==> config.mk <==
export PLATFORM = sky130hd
export DESIGN_NAME = tx_engine
export DESIGN_NICKNAME = d
export VERILOG_FILES = /design/src/rtl/tx_engine.sv
export SDC_FILE = /design/constraint.sdc
export NUM_CORES = 1
export LEC_CHECK = 0
export ABC_AREA = 0
export CAP_MARGIN = 15
export CELL_PAD_IN_SITES_DETAIL_PLACEMENT = 0
export CELL_PAD_IN_SITES_GLOBAL_PLACEMENT = 1
export CORE_MARGIN = 5
export CORE_UTILIZATION = 35
export DETAILED_ROUTE_END_ITERATION = 16
export PLACE_DENSITY = 0.75
export SYNTH_ARGS = -nofsm -noshare
export SYNTH_HDL_FRONTEND = slang
export SYNTH_SLANG_ARGS = --single-unit
==> constraint.sdc <==
create_clock -name clk -period 7.6 [get_ports clk]
set_input_delay 1.9 -clock clk [delete_from_list [all_inputs] [get_ports clk]]
set_output_delay 1.9 -clock clk [all_outputs]
set_load 0.05 [all_outputs]
==> src/rtl/tx_engine.sv <==
// UART transmitter: serialises one byte as an 11-bit-time frame on tx.
// Start bit, 7 or 8 data bits LSB first, optional parity, then mark padding.
module tx_engine #(
  parameter int unsigned BAUD_W = 19
) (
  input  logic              clk,
  input  logic              reset,
  input  logic              load,
  input  logic [7:0]        out_port,
  input  logic              bit8,
  input  logic              pen,
  input  logic              ohel,
  input  logic [BAUD_W-1:0] baud_k,
  output logic              tx,
  output logic              txrdy
);

  localparam int unsigned FRAME_W = 11;
  localparam int unsigned BITC_W  = 4;

  localparam logic [0:0] IDLE = 1'b0;
  localparam logic [0:0] SEND = 1'b1;

  logic [0:0]         state, state_nxt;
  logic [FRAME_W-1:0] shift_reg, shift_nxt;
  logic [BAUD_W-1:0]  baud_cnt, baud_nxt;
  logic [BAUD_W-1:0]  bt_lat, bt_nxt;
  logic [BITC_W-1:0]  bit_cnt, bit_nxt;
  logic               txrdy_nxt;

  logic               doit_c;
  logic               btu_c;
  logic               par_c;
  logic [2:0]         hi_c;
  logic [FRAME_W-1:0] frame_c;
  logic [BAUD_W-1:0]  bt_c;

  // Frame assembly from the live inputs; only used on the accepting edge.
  always_comb begin
    par_c = (^out_port[6:0]) ^ (bit8 & out_port[7]) ^ ohel;
    case ({bit8, pen})
      2'b11:   hi_c = {1'b1, par_c, out_port[7]};
      2'b10:   hi_c = {1'b1, 1'b1, out_port[7]};
      2'b01:   hi_c = {1'b1, 1'b1, par_c};
      default: hi_c = 3'b111;
    endcase
    frame_c = {hi_c, out_port[6:0], 1'b0};
    bt_c    = (baud_k < BAUD_W'(2)) ? BAUD_W'(2) : baud_k;
  end

  assign doit_c = (state == SEND);
  assign btu_c  = doit_c && (baud_cnt == (bt_lat - BAUD_W'(1)));

  // Next-state and datapath update.
  always_comb begin
    state_nxt = state;
    shift_nxt = shift_reg;
    baud_nxt  = baud_cnt;
    bt_nxt    = bt_lat;
    bit_nxt   = bit_cnt;
    txrdy_nxt = txrdy;
    case (state)
      IDLE: begin
        if (load && txrdy) begin
          state_nxt = SEND;
          shift_nxt = frame_c;
          baud_nxt  = '0;
          bit_nxt   = '0;
          bt_nxt    = bt_c;
          txrdy_nxt = 1'b0;
        end
      end
      SEND: begin
        if (btu_c) begin
          baud_nxt = '0;
          if (bit_cnt == BITC_W'(FRAME_W - 1)) begin
            state_nxt = IDLE;
            shift_nxt = '1;
            bit_nxt   = '0;
            txrdy_nxt = 1'b1;
          end else begin
            shift_nxt = {1'b1, shift_reg[FRAME_W-1:1]};
            bit_nxt   = bit_cnt + BITC_W'(1);
          end
        end else begin
          baud_nxt = baud_cnt + BAUD_W'(1);
        end
      end
      default: begin
        state_nxt = IDLE;
        shift_nxt = '1;
        baud_nxt  = '0;
        bit_nxt   = '0;
        txrdy_nxt = 1'b1;
      end
    endcase
  end

  always_ff @(posedge clk) begin
    if (reset) begin
      state     <= IDLE;
      shift_reg <= '1;
      baud_cnt  <= '0;
      bt_lat    <= BAUD_W'(2);
      bit_cnt   <= '0;
      txrdy     <= 1'b1;
    end else begin
      state     <= state_nxt;
      shift_reg <= shift_nxt;
      baud_cnt  <= baud_nxt;
      bt_lat    <= bt_nxt;
      bit_cnt   <= bit_nxt;
      txrdy     <= txrdy_nxt;
    end
  end

  assign tx = shift_reg[0];

endmodule

==> results_dict.tcl, run 1 <==
set metrics [dict create \
    status "completed" \
    yosys_warnings 0 \
    fp.dieH_um 104.7 \
    r2r_start "bt_lat[0]" \
    synth.yosys.seq_area_share_pct 34.42 \
    overflow 0 \
    cp-end-kind "flip-flop" \
    floorplan.core_area_um2 8721 \
    finalHoldViolCount 0 \
    p_clk_share_pct 30.4 \
    final.setup.tns_ps 0 \
    cts.path.max_buffers 2 \
    max_slew_margin_pct 28.54 \
    clkSlewWorstSetupHoldPaths_ps 90 \
    leakagePower_nw 1.308 \
    timing.hold.worst.start "bt_lat[18]" \
    drc 0 \
    num_vias 2826 \
    ys_dominant_reg_cell "sky130_fd_sc_hd__dfxtp_1" \
    grt_antenna_before_repair 0 \
    antenna_cells 0 \
    grt_first_pass_wirelength_mm 12.73 \
    route.met3.wl_um 326 \
    port_buffers 34 \
    min_path_type "flip-flop to flip-flop" \
    period_needed_ps 4049 \
    report.final.setup_viol 0 \
    synth_seq_cells 54 \
    synthDistinctLibCells 54 \
    num_rows 34 \
    drv.max_cap_violation_count 0 \
    timing.critical_path.arrival_ps 4230 \
    cts_buf_count 5 \
    die-width_um 104.7 \
    vdd_drop_max_mv 0.06626 \
    cts_tree "built" \
    syn-cell-area_um2 3141 \
    met2RoutedLength_mm 3.699 \
    drt-wirelength-per-cell_um 14.52 \
    power.share.combinational_pct 20.7 \
    drive_gt1_share_pct 3.580 \
    drt-met1-wl_mm 3.512 \
    yosys.area.top_type "sky130_fd_sc_hd__dfxtp_1" \
    ctsResizeCount 0 \
    layout_commonest_cell "sky130_fd_sc_hd__nand2_1" \
    multi_input_area_um2 1926 \
    clkLatencyLatePin_ps 310 \
    ff2ff_setup_slack_ps 3550 \
    finish.instance_area_um2 3643 \
    number_of_global_route_vias_before_repair 2645 \
    avgViaCountPerCell 5.362 \
    top_level_ports 35 \
    placed_area_um2 3535 \
    timing.final.crit_share_pct 53.28 \
    grt.total_usage_pct 13.78 \
    cts_root_buf "sky130_fd_sc_hd__clkbuf_8" \
    synth_async_sr_flop_share_pct 0 \
    cts.sink_count 54 \
    dp_slack_ps 3378 \
    register_area_um2 1081 \
    synth_edf_count 0 \
    worst_r2r_path_depth 9 \
    intPower_uw 455.1 \
    synthesis.area_per_instance_um2 7.931 \
    cts_max_level 2 \
    routed.top_layer "met4" \
    final_wirelength_mm 7.654 \
    switching_share_pct 29.38 \
    setup_repair_after_global_routing_missed_its_margin "no" \
    flow.area_growth_from_synthesis_pct 16.02 \
    startpoint_type "flip-flop" \
    required_arrival_time_at_the_worst_endpoint_ps 7780 \
    final_max_slew_viol_count 0 \
    layout_common_cells "sky130_fd_sc_hd__nand2_1, sky130_fd_sc_hd__dfxtp_1, sky130_fd_sc_hd__nor2_1" \
    fp.dieArea_um2 10970 \
    drt_pre_antenna_iters 4 \
    syn-instance-count 396 \
    layout.nets 459 \
    post-route-worst-setup-slack_ps 3551 \
    dpl.hpwl_mm 5.710 \
    switching_power_uw 189.4 \
    grt_max_degree 34 \
    finClkSkew_ps 11.25 \
    worst-path-max-fanout 16 \
    timing.setup.critical_path_class "flip-flop to flip-flop" \
    regToRegEndpoint "bit_cnt[1]" \
    power_per_cell_area_nw_per_um2 176.9 \
    route.antenna.remaining_nets 0 \
    fillers 896 \
    weighted_congestion_reported_at_the_end_of_routability_driven_placement 0.8212 \
    relative_contribution_of_sequential_cells_to_total_power_pct 48.9 \
    min_delay_path_depth 2 \
    worst_slew_pin_slew_ps 1072 \
    cts_setup_buffers 0 \
    post_cts_hold_buffer_count 0 \
    initial_cell_density_of_the_core_pct 36.01 \
    post_synth_main_area_contributors "sky130_fd_sc_hd__dfxtp_1, sky130_fd_sc_hd__nand2_1, sky130_fd_sc_hd__xnor2_1" \
    drt_first_iter_violations 115 \
    yosysTopAreaCellShare_pct 34.42 \
    synth.net_count 437 \
    fmax_mhz 247.0 \
    endpoint_with_the_worst_hold_slack "bt_lat[18]" \
]
## how the worst max path moves through the flow
stage	slack (ps)	startpoint	end
2_1_floorplan	4280	bt_lat[0]	baud_cnt[11]
3_3_place_gp	3400	load	shift_reg[1]
4_1_cts	3510	bt_lat[0]	bit_cnt[1]
5_1_grt	3360	bt_lat[0]	bit_cnt[3]
6_report	3550	bt_lat[0]	bit_cnt[1]
3_5_place_dp	3380	load	shift_reg[6]
## synth_stat cells (4+ instances only)
cell,instances
sky130_fd_sc_hd__a211o_1,7
sky130_fd_sc_hd__a21oi_1,24
sky130_fd_sc_hd__a31oi_1,6
sky130_fd_sc_hd__and3_1,5
sky130_fd_sc_hd__clkbuf_1,15
sky130_fd_sc_hd__dfxtp_1,54
sky130_fd_sc_hd__ha_1,8
sky130_fd_sc_hd__inv_1,12
sky130_fd_sc_hd__mux2i_1,4
sky130_fd_sc_hd__nand2_1,66
sky130_fd_sc_hd__nand3_1,10
sky130_fd_sc_hd__nand4_1,10
sky130_fd_sc_hd__nor2_1,38
sky130_fd_sc_hd__nor3_1,12
sky130_fd_sc_hd__nor4_1,9
sky130_fd_sc_hd__o211ai_1,5
sky130_fd_sc_hd__o21ai_0,6
sky130_fd_sc_hd__o22ai_1,5
sky130_fd_sc_hd__or3_1,7
sky130_fd_sc_hd__or4_1,8
sky130_fd_sc_hd__xnor2_1,23
sky130_fd_sc_hd__xor2_1,18
## power groups by stage
stage | clock [mW] | combinational (mW) | sequential, mW
3_3_place_gp | 0 | 0.133 | 0.321
3_5_place_dp | 0 | 0.135 | 0.322
5_1_grt | 0.213 | 0.148 | 0.318
4_1_cts | 0.199 | 0.135 | 0.315
2_1_floorplan | 0 | 0.0956 | 0.317
6_report | 0.196 | 0.134 | 0.315
## metal layers
layer  vias to the layer above  global-route usage [%]
met3                        10                   3.206
met2                        45                   23.16
li1                       1454                       -
met5                         -                       0
met1                      1317                   17.72
met4                         0                   3.744
## kinds of logic (layout without fill, tap and decap cells)
| kind of cell | Yosys count | count (layout) | share of synthesized area (%) |
|---|---|---|---|
| buffers and inverters | 32 | 55 | 4.263 |
| and+or+nand+nor | 184 | 184 | 28.92 |
| xor gates and xnor gates | 42 | 42 | 12.15 |
| muxes | 4 | 4 | 1.275 |
| adders and majority gates | 8 | 8 | 3.187 |
| DFF | 54 | 54 | 34.42 |
| AOI/OAI and AO/OA | 72 | 72 | 15.78 |
## final cells by class
type / instances / share of cell area (%)
inverter: 12 / 1.236
timing repair buffer: 35 / 9.547
clock inverter: 3 / 1.099
clock buffer: 5 / 1.889
multi-input combinational: 310 / 52.85
sequential: 54 / 29.67
tap: 108 / 3.709
## worst max-delay path, cell delays in order, from the launching register on
cell and delay, ps:
sky130_fd_sc_hd__dfxtp_1 370, sky130_fd_sc_hd__inv_1 90, sky130_fd_sc_hd__ha_1 290, sky130_fd_sc_hd__or4b_4 520, sky130_fd_sc_hd__or4_1 550, sky130_fd_sc_hd__or2_0 240
sky130_fd_sc_hd__a221o_1 320, sky130_fd_sc_hd__or4_1 700, sky130_fd_sc_hd__o211ai_2 680, sky130_fd_sc_hd__o22ai_1 150
## per-stage QoR
step	util (%)	hold WS [ps]	std cells	total power, mW
finish	41.78	472.1	527	0.6445
global route	41.78	502.7	527	0.6787
CTS	41.78	476.0	527	0.6491
detailed placement	40.53	450.7	519	0.4562
global placement	40.53	445.9	519	0.4547
floorplan	-	436.0	396	0.4126
Note: power is estimated with default switching activity, not from simulation.
==> inputs of run 2 (changes only) <==
==> constraint.sdc (replaced) <==
create_clock -name clk -period 4.08 [get_ports clk]
set_input_delay 1.02 -clock clk [delete_from_list [all_inputs] [get_ports clk]]
set_output_delay 1.02 -clock clk [all_outputs]
set_load 0.05 [all_outputs]
==> run 2 against run 1 <==
  * Setup slack worse by 3200 ps
  * Sequential power up 86%
  * Critical path depth unchanged
  * Total power up 84%
  * Worst hold slack better by 4.2 ps
  * Clock power up 72%
  * Wire length up 3.0%
  * First-iteration DRC count down 6.1%
  * Via count up 1.6%
  * Global-route usage up 0.68 points
  * Utilization up 0.53 points
  * Clock skew up 1.5 ps
  * Critical endpoint is now bit_cnt[0]
  * Largest power group unchanged
==> results_dict.tcl, run 2 (synthesis gave the netlist of run 1 again) <==
set metrics [dict create \
    period_needed_ps 3722 \
    num_vias 2870 \
    cell_with_the_largest_stage_delay_on_the_worst_path "sky130_fd_sc_hd__or4_1" \
    overflow 0 \
    flow.area_growth_from_synthesis_pct 17.49 \
    final_wirelength_mm 7.886 \
    finalPower_mw 1.183 \
    fmax_mhz 268.7 \
    drive_gt1_share_pct 5.164 \
    critPathTopFamily "simple AND/OR/NAND/NOR gates" \
    vdd_drop_max_mv 0.1359 \
    avgViaCountPerCell 5.375 \
    weighted_congestion_reported_at_the_end_of_routability_driven_placement 0.8280 \
    leakagePower_nw 1.337 \
    antenna_cells 0 \
    setup_repair_after_global_routing_missed_its_margin "no" \
    fp.dieH_um 104.7 \
    clkSlewWorstSetupHoldPaths_ps 100 \
    port_buffers 34 \
    max_slew_margin_pct 52.21 \
    critical-path-top-cell-by-count "sky130_fd_sc_hd__or4_1" \
    grt_antenna_before_repair 0 \
    cts_max_level 2 \
    final_max_slew_viol_count 0 \
    fp.dieArea_um2 10970 \
    layout.nets 466 \
    worst-path-max-fanout 12 \
    cts_root_buf "sky130_fd_sc_hd__clkbuf_8" \
    cts_tree "built" \
    report.final.setup_viol 0 \
    top_level_ports 35 \
    num_rows 34 \
    cts_buf_count 5 \
    finalHoldViolCount 0 \
    grt.total_usage_pct 14.46 \
    drt-wirelength-per-cell_um 14.77 \
    status "completed" \
    timing.critical_path.arrival_ps 3970 \
    floorplan.core_area_um2 8721 \
    final.setup.tns_ps 0 \
    drv.max_cap_violation_count 0 \
    critical-path-max-stage-delay_ps 660 \
    finClkSkew_ps 12.80 \
    required_arrival_time_at_the_worst_endpoint_ps 4320 \
    cts.sink_count 54 \
    die-width_um 104.7 \
    power_per_cell_area_nw_per_um2 320.7 \
    layout_common_cells "sky130_fd_sc_hd__nand2_1, sky130_fd_sc_hd__dfxtp_1, sky130_fd_sc_hd__nor2_1" \
    clkLatencyLatePin_ps 310 \
    min_path_type "flip-flop to flip-flop" \
    number_of_global_route_vias_before_repair 2827 \
    startpoint_type "flip-flop" \
    cts_setup_buffers 0 \
    drt_pre_antenna_iters 6 \
    grt_max_degree 34 \
    post_cts_hold_buffer_count 0 \
    drt_first_iter_violations 108 \
    grt_first_pass_wirelength_mm 13.27 \
    list_of_cells_traversed_by_the_critical_path "inv_1 > ha_1 > or4b_4 > or4_1 > or2_0 > a221o_1 > or4_1 > or3_1 > mux2i_1" \
    drc 0 \
    ctsResizeCount 0 \
    cp-end-kind "flip-flop" \
    cts.path.max_buffers 2 \
    cp.buffers_inverters 1 \
    timing.final.crit_share_pct 91.23 \
    initial_cell_density_of_the_core_pct 36.01 \
    route.antenna.remaining_nets 0 \
    worst_slew_pin_slew_ps 710.4 \
    layout_commonest_cell "sky130_fd_sc_hd__nand2_1" \
    dpl.hpwl_mm 5.850 \
    timing.setup.critical_path_class "flip-flop to flip-flop" \
]
run 2: changes by cell type in the layout (fill, tap and decap cells not counted):
cell and change:
sky130_fd_sc_hd__buf_4 +6, sky130_fd_sc_hd__clkbuf_8 +2, sky130_fd_sc_hd__clkinv_2 -2, sky130_fd_sc_hd__bufinv_16 -1, sky130_fd_sc_hd__clkbuf_2 +1, sky130_fd_sc_hd__clkinv_4 +1
run 2: worst register-to-register path: cells and delay by family (launching register included):
family,cells,cell delay [ps]
simple gates,5,2460
buf+inv,1,90
compound gates,1,320
flops,1,370
mux,1,160
fa+ha+maj,1,270
run 2: final cells by class:
type / instances / area [um2]
clock buffer: 7 / 96.34
clock inverter: 1 / 8.758
fill: 893 / 5031
inverter: 12 / 45.04
multi-input combinational: 310 / 1926
sequential: 54 / 1081
tap: 108 / 135.1
timing repair buffer: 42 / 397.9
run 2: where the power goes:
group / switching [mW] / total (mW) / internal (mW)
logic: 0.140 / 0.259 / 0.119
registers: 0.0333 / 0.587 / 0.554
clock network: 0.181 / 0.337 / 0.156
total: 0.354 / 1.18 / 0.829
run 2: path summary, 6_finish.rpt:
check,from,to,slack (ps),cells past startpoint
worst max-delay path,bt_lat[0],bit_cnt[0],360,9
worst min-delay path,shift_reg[2],shift_reg[2],480,1
worst max register to register,bt_lat[0],bit_cnt[0],360,9
worst min register to register,shift_reg[2],shift_reg[2],480,1
run 2: through the flow:
step                      utilization (%)  hold WS (ps)  cells  instance area (um2)  setup WS (ps)
final                               42.31         476.3    534                 3690          357.8
after global routing                42.31         488.7    534                 3690          151.5
after CTS                           42.25         478.7    533                 3685          381.3
after detailed placement            41.05         451.8    525                 3580          392.0
after global placement              41.05         443.9    525                 3580          442.5
after floorplan                         -         436.0    396                 3141          762.6
run 2: metal layers:
| layer | vias to the layer above | track usage (%) | routed length [um] | share of wire, % |
|---|---|---|---|---|
| met2 | 45 | 24.96 | 3772 | 48 |
| met3 | 4 | 2.466 | 256 | 3.2 |
| li1 | 1478 | - | - | - |
| met5 | - | 0 | 0 | 0 |
| met1 | 1343 | 18.71 | 3803 | 48 |
| met4 | 0 | 3.653 | 55 | 0.70 |
